File: config.mk
export PLATFORM = sky130hd
export DESIGN_NAME = axi_rd_arb
export DESIGN_NICKNAME = d
export VERILOG_FILES = /design/src/rtl/axi_rd_arb_pkg.sv /design/src/rtl/axi_rd_arb_rr_pick.sv /design/src/rtl/axi_rd_arb.sv
export SDC_FILE = /design/constraint.sdc
export NUM_CORES = 1
export LEC_CHECK = 0
export BUFFER_PORTS_ARGS = -buffer_cell sky130_fd_sc_hd__buf_2
export CORE_AREA = 2 2 187 189
export CTS_CLUSTER_DIAMETER = 200
export DETAILED_ROUTE_END_ITERATION = 10
export DIE_AREA = 0 0 189 191
export PLACE_DENSITY = 0.45
export SLEW_MARGIN = 20
export SYNTH_ARGS = -nofsm -noshare
export SYNTH_HDL_FRONTEND = slang
export SYNTH_HIERARCHICAL = 1
export SYNTH_SLANG_ARGS = --single-unit
File: constraint.sdc
create_clock -name clk -period 7.5 [get_ports clk]
set_input_delay 0 -clock clk [delete_from_list [all_inputs] [get_ports clk]]
set_output_delay 0 -clock clk [all_outputs]
set_load 0.1 [all_outputs]
File: src/rtl/axi_rd_arb_pkg.sv
// Shared types for the MMU refill read arbiter.
// FSM state encoding and AXI constants used by the arbiter and its tests.
package axi_rd_arb_pkg;

  typedef enum logic [1:0] {
    ARB_IDLE = 2'd0,
    ARB_ADDR = 2'd1,
    ARB_DATA = 2'd2
  } arb_state_t;

  localparam logic [1:0] AXI_BURST_INCR = 2'b01;

endpackage

File: src/rtl/axi_rd_arb_rr_pick.sv
// Combinational round-robin picker: first requester at or after ptr_i, wrapping modulo n.
// Zero latency; no flow control of its own.
module rr_pick #(
  parameter int n  = 3,
  parameter int iw = (n > 1) ? $clog2(n) : 1
) (
  input  logic [n-1:0]  req_i,
  input  logic [iw-1:0] ptr_i,
  output logic [n-1:0]  gnt_o,
  output logic [iw-1:0] idx_o,
  output logic          any_o
);

  always_comb begin
    int j;
    j     = 0;
    gnt_o = '0;
    idx_o = '0;
    any_o = 1'b0;
    for (int k = 0; k < n; k++) begin
      j = int'(ptr_i) + k;
      if (j >= n) j = j - n;
      if (!any_o && req_i[j]) begin
        any_o    = 1'b1;
        gnt_o[j] = 1'b1;
        idx_o    = iw'(j);
      end
    end
  end

endmodule

File: src/rtl/axi_rd_arb.sv
// Round-robin arbiter sharing one AXI4 read master among nreq refill requesters, one burst in flight.
// R beats are steered to the granted requester with no buffering; beat counting flags protocol errors.
module axi_rd_arb
  import axi_rd_arb_pkg::*;
#(
  parameter int nreq = 3,
  parameter int idw  = 8
) (
  input  logic                   clk,
  input  logic                   rst,
  input  logic [nreq-1:0]        s_arvalid,
  output logic [nreq-1:0]        s_arready,
  input  logic [nreq-1:0][63:0]  s_araddr,
  input  logic [nreq-1:0][7:0]   s_arlen,
  input  logic [nreq-1:0][2:0]   s_arsize,
  output logic [nreq-1:0]        s_rvalid,
  input  logic [nreq-1:0]        s_rready,
  output logic [63:0]            s_rdata,
  output logic                   s_rlast,
  output logic [1:0]             s_rresp,
  output logic [idw-1:0]         m_axi_arid,
  output logic [63:0]            m_axi_araddr,
  output logic [7:0]             m_axi_arlen,
  output logic [2:0]             m_axi_arsize,
  output logic [1:0]             m_axi_arburst,
  output logic                   m_axi_arlock,
  output logic [3:0]             m_axi_arcache,
  output logic [2:0]             m_axi_arprot,
  output logic [3:0]             m_axi_arqos,
  output logic                   m_axi_arvalid,
  input  logic                   m_axi_arready,
  input  logic [idw-1:0]         m_axi_rid,
  input  logic [63:0]            m_axi_rdata,
  input  logic [1:0]             m_axi_rresp,
  input  logic                   m_axi_rlast,
  input  logic                   m_axi_rvalid,
  output logic                   m_axi_rready,
  output logic                   busy,
  output logic                   err
);

  localparam int gw = $clog2(nreq);

  arb_state_t      state_q;
  logic [gw-1:0]   rr_ptr_q, rr_ptr_d;
  logic [gw-1:0]   g_q;
  logic [63:0]     araddr_q;
  logic [7:0]      arlen_q;
  logic [2:0]      arsize_q;
  logic [7:0]      beat_q, beat_d;
  logic            err_q, err_d;

  logic [nreq-1:0] pick_gnt;
  logic [gw-1:0]   pick_idx;
  logic            pick_any;
  logic [nreq-1:0] g_oh;
  logic            r_hs;

  rr_pick #(.n(nreq), .iw(gw)) u_pick (
    .req_i (s_arvalid),
    .ptr_i (rr_ptr_q),
    .gnt_o (pick_gnt),
    .idx_o (pick_idx),
    .any_o (pick_any)
  );

  assign g_oh = {{(nreq-1){1'b0}}, 1'b1} << g_q;
  assign r_hs = (state_q == ARB_DATA) && m_axi_rvalid && m_axi_rready;

  always_comb begin
    rr_ptr_d = (pick_idx == gw'(nreq - 1)) ? '0 : pick_idx + gw'(1);
    beat_d   = beat_q + 8'd1;
    err_d    = err_q;
    // Error checks only qualify on a real beat handshake; the FSM keeps going regardless.
    if (r_hs) begin
      if (m_axi_rlast && (beat_q != arlen_q))        err_d = 1'b1;
      if (!m_axi_rlast && (beat_q == arlen_q))       err_d = 1'b1;
      if (m_axi_rid[gw-1:0] != g_q)                  err_d = 1'b1;
    end
  end

  always_ff @(posedge clk or posedge rst) begin
    if (rst) begin
      state_q  <= ARB_IDLE;
      rr_ptr_q <= '0;
      g_q      <= '0;
      araddr_q <= '0;
      arlen_q  <= '0;
      arsize_q <= '0;
      beat_q   <= '0;
      err_q    <= 1'b0;
    end else begin
      err_q <= err_d;
      case (state_q)
        ARB_IDLE: begin
          if (pick_any) begin
            g_q      <= pick_idx;
            araddr_q <= s_araddr[pick_idx];
            arlen_q  <= s_arlen[pick_idx];
            arsize_q <= s_arsize[pick_idx];
            rr_ptr_q <= rr_ptr_d;
            state_q  <= ARB_ADDR;
          end
        end
        ARB_ADDR: begin
          if (m_axi_arready) begin
            beat_q  <= '0;
            state_q <= ARB_DATA;
          end
        end
        ARB_DATA: begin
          if (r_hs) begin
            beat_q <= beat_d;
            if (m_axi_rlast) state_q <= ARB_IDLE;
          end
        end
        default: state_q <= ARB_IDLE;
      endcase
    end
  end

  assign s_arready     = (state_q == ARB_IDLE) ? pick_gnt : '0;
  assign m_axi_arvalid = (state_q == ARB_ADDR);
  assign m_axi_arid    = {{(idw-gw){1'b0}}, g_q};
  assign m_axi_araddr  = araddr_q;
  assign m_axi_arlen   = arlen_q;
  assign m_axi_arsize  = arsize_q;
  assign m_axi_arburst = AXI_BURST_INCR;
  assign m_axi_arlock  = 1'b0;
  assign m_axi_arcache = 4'd0;
  assign m_axi_arprot  = 3'd0;
  assign m_axi_arqos   = 4'd0;

  // Pure wiring on the R path so requester stalls reach the slave in the same cycle.
  assign m_axi_rready  = (state_q == ARB_DATA) && s_rready[g_q];
  assign s_rvalid      = ((state_q == ARB_DATA) && m_axi_rvalid) ? g_oh : '0;
  assign s_rdata       = m_axi_rdata;
  assign s_rlast       = m_axi_rlast;
  assign s_rresp       = m_axi_rresp;

  assign busy = (state_q != ARB_IDLE);
  assign err  = err_q;

endmodule

==> impl_metrics.toml <==
[critical_path]
worstPathMaxFanout = 41
cp-end-kind = "flop"
startpoint = "rr_ptr_q[1]"
worstSetupPathType = "flop to flop"
required_ns = 7.77
reg2reg_to = "m_axi_araddr[26]"
rrSetupSlack_ns = 3.51
crit-reg2reg-launch = "rr_ptr_q[1]"
ff2ff_path_depth = 10
start_kind = "flop"
critical_path_arrival_ns = 4.27

[pwr]
powerDensity_nw_per_um2 = 558.9
p_leak_nw = 4.167
vdd_drop_max_mv = 0.1995

[layout]
drive_above_1_share = 0.3459
fin_nets = 1348
postLayoutCoreUtil = 0.2523
register_area_um2 = 2252
multiInputGateArea_um2 = 3027
fillerInstances = 3843
syn2layout_area_growth_pct = 40.88
layout.cells.non_filler = 1493
diodes = 0

[synthesis]
synth-async-reset-ratio = 1.000
synth_seq_cells = 90
synth_compound_area_frac = 0.1610
syn_area_um2 = 6110
synth.avg_cell_area_um2 = 8.369
yosys.area.top_type = "dfrtp_1"
ys.flop_type = "dfrtp_1"
yosys.area_share.simple = 0.1538
synth-xor-area-share = 0.01434
syn-instance-count = 730
synthTopCellsByArea = "dfrtp_1, mux2i_1, buf_4"
synth_edf_count = 0
yosys_warnings = 6
synth_top_family_by_area = "compound AO/OA/AOI/OAI gates"
synthDistinctLibCells = 54
synthAdderAreaFrac = 0.01024
synthMuxAreaShare = 0.1384
synth_largest_type_area_fraction = 0.3686
yosysSeqAreaShare = 0.3686

[place]
hpwl_mm = 16.25
port_buffers = 325
place_congestion = 0.7343
place_ws_ns = 3.435
place_inst = 1400

[outcome]
outcome = "completed"

[timing]
tightest_slew_ns = 0.9950
fmax_ghz = 0.2504
rsz0062_at_grt = "no"
fin_hold_ws_ns = 0.00003323
tns_ns = 0
max_slew_margin = 0.3353
final.period_utilization = 0.5325
drv_slew = 0
setup-violations-final = 0
fin_ws_ns = 3.507
finalHoldViolCount = 0
fin_skew_ns = 0.01247
fin_crit_ns = 3.993

[hold_path]
hp-class = "input pin to output pin"
whs_endpoint = "s_rdata[33]"
holdPathStages = 0
hp-start = "m_axi_rdata[33]"

[floorplan]
start_util = 0.1791
chipHeight_um = 191
dieArea_um2 = 36100
ioPinCount = 484
core_um2 = 34120
die_x_um = 189
rows = 68

[route]
ant_nets = 0
routedWlPerCell_um = 14.62
drtIter0Drc = 181
avgViaCountPerCell = 4.040
drc_errors = 0
vias = 6031
first_pass_iters = 4
totalWireLength_mm = 21.83

[global_route]
antenna_found_initial = 0
grt_max_degree = 81
grt_pass1_wl_mm = 32.53
grt_pass1_vias = 6024
grt_usage = 0.1181
grt_overflow = 0

[clocking]
numCtsBuffers = 9
clk_latency_ns = 0.36
cts-resized-gates = 0
hold_buffers = 77
cts.sinks = 90
postCtsSetupRepairBufs = 0
clockBufferDepth = 2
clkTransAtPathRegs_ns = 0.07
cts_max_level = 3
cts_root_buf = "clkbuf_16"
cts_tree = "built"

[job]
cap_violations = 0
registers in the layout (all words and copies together), names as in the netlist:
signal and cells:
beat_q 8, err 1, g_q 2, m_axi_araddr 64, m_axi_arlen 8, m_axi_arsize 3, rr_ptr_q 2, state_q 2
cell usage in the layout (no fill, tap or decap), types with 3 or more instances in the layout:
master / Yosys / final
nor2_1: 80 / 80
a21oi_1: 77 / 77
buf_2: 21 / 325
nor4_1: 3 / 3
and2_1: 4 / 4
buf_4: 91 / 5
inv_1: 9 / 8
dfrtp_1: 90 / 90
nand2_1: 99 / 99
ha_1: 5 / 5
nand3b_1: 4 / 4
clkbuf_16: 0 / 9
xor2_1: 8 / 8
o21ai_0: 76 / 76
conb_1: 2 / 20
nand3_1: 8 / 8
dlygate4sd3_1: 0 / 77
o21ai_1: 3 / 3
mux2i_1: 82 / 82
nand2b_1: 4 / 4
kinds of logic (layout without fill, tap and decap cells):
| logic type | count (synthesis) | in the layout |
|---|---|---|
| adder cells (fa/ha/maj) | 5 | 5 |
| XOR/XNOR | 10 | 10 |
| other | 2 | 20 |
| buffers and inverters | 142 | 432 |
| AND/OR/NAND/NOR | 218 | 218 |
| AO/OA/AOI/OAI | 179 | 179 |
| flip-flops | 90 | 90 |
| multiplexers | 84 | 84 |
synth_stat cells (3+ instances only):
master    number
nand2_1       99
dfrtp_1       90
nand2b_1       4
a21oi_1       77
o21ai_1        3
nor2_1        80
inv_1          9
nand3_1        8
xor2_1         8
and2_1         4
nand3b_1       4
nor4_1         3
buf_6          4
mux2i_1       82
o21ai_0       76
buf_2         21
ha_1           5
buf_4         91
clkbuf_1      15
power breakdown:
group          switching (mW)  total [mW]  internal (mW)  leakage, nW
Combinational            2.72        3.48          0.758         2.89
Sequential              0.150       0.867          0.717         1.14
Clock                   0.209       0.467          0.258        0.136
Total                    3.08        4.81           1.73         4.17
metrics by stage:
stage	total power, mW	cell area [µm²]
detailed placement	4.388	7548
floorplan	3.872	6177
global placement	4.363	7548
global route	5.158	8607
finish	4.811	8607
CTS	4.904	8607
routing by layer:
metal  vias up  global-route usage  wire length, µm
met1      2749              0.1269             8461
met4         0             0.05859              714
met3        36             0.03415             1679
met2       272              0.2116            10980
li1       2974                   -                -
met5         -                   0                0
worst max path at each step:
stage | endpoint | slack (ns)
after floorplan | s_rvalid[1] | 4.10
after global placement | m_axi_araddr[26] | 3.47
after detailed placement | m_axi_araddr[26] | 3.43
after CTS | m_axi_araddr[26] | 3.44
after global routing | m_axi_araddr[26] | 3.16
final | m_axi_araddr[26] | 3.51
area by class of cell:
cell class | count | share of cell area
Clock inverter | 5 | 0.006396
Sequential cell | 90 | 0.2617
Timing Repair Buffer | 407 | 0.2829
Multi-Input combinational cell | 516 | 0.3516
Tap cell | 455 | 0.06614
Inverter | 9 | 0.004216
Clock buffer | 11 | 0.02704
worst max-delay path, cell delays in order (launching register included):
cell	delay (ns)
dfrtp_1	0.42
inv_1	0.09
ha_1	0.38
mux2i_2	0.14
nor2_1	0.27
o21ai_1	0.14
a221o_4	0.64
nor2b_4	0.88
buf_4	0.54
a21oi_1	0.20
o21ai_0	0.18
Power figures use the tool's default switching activity.
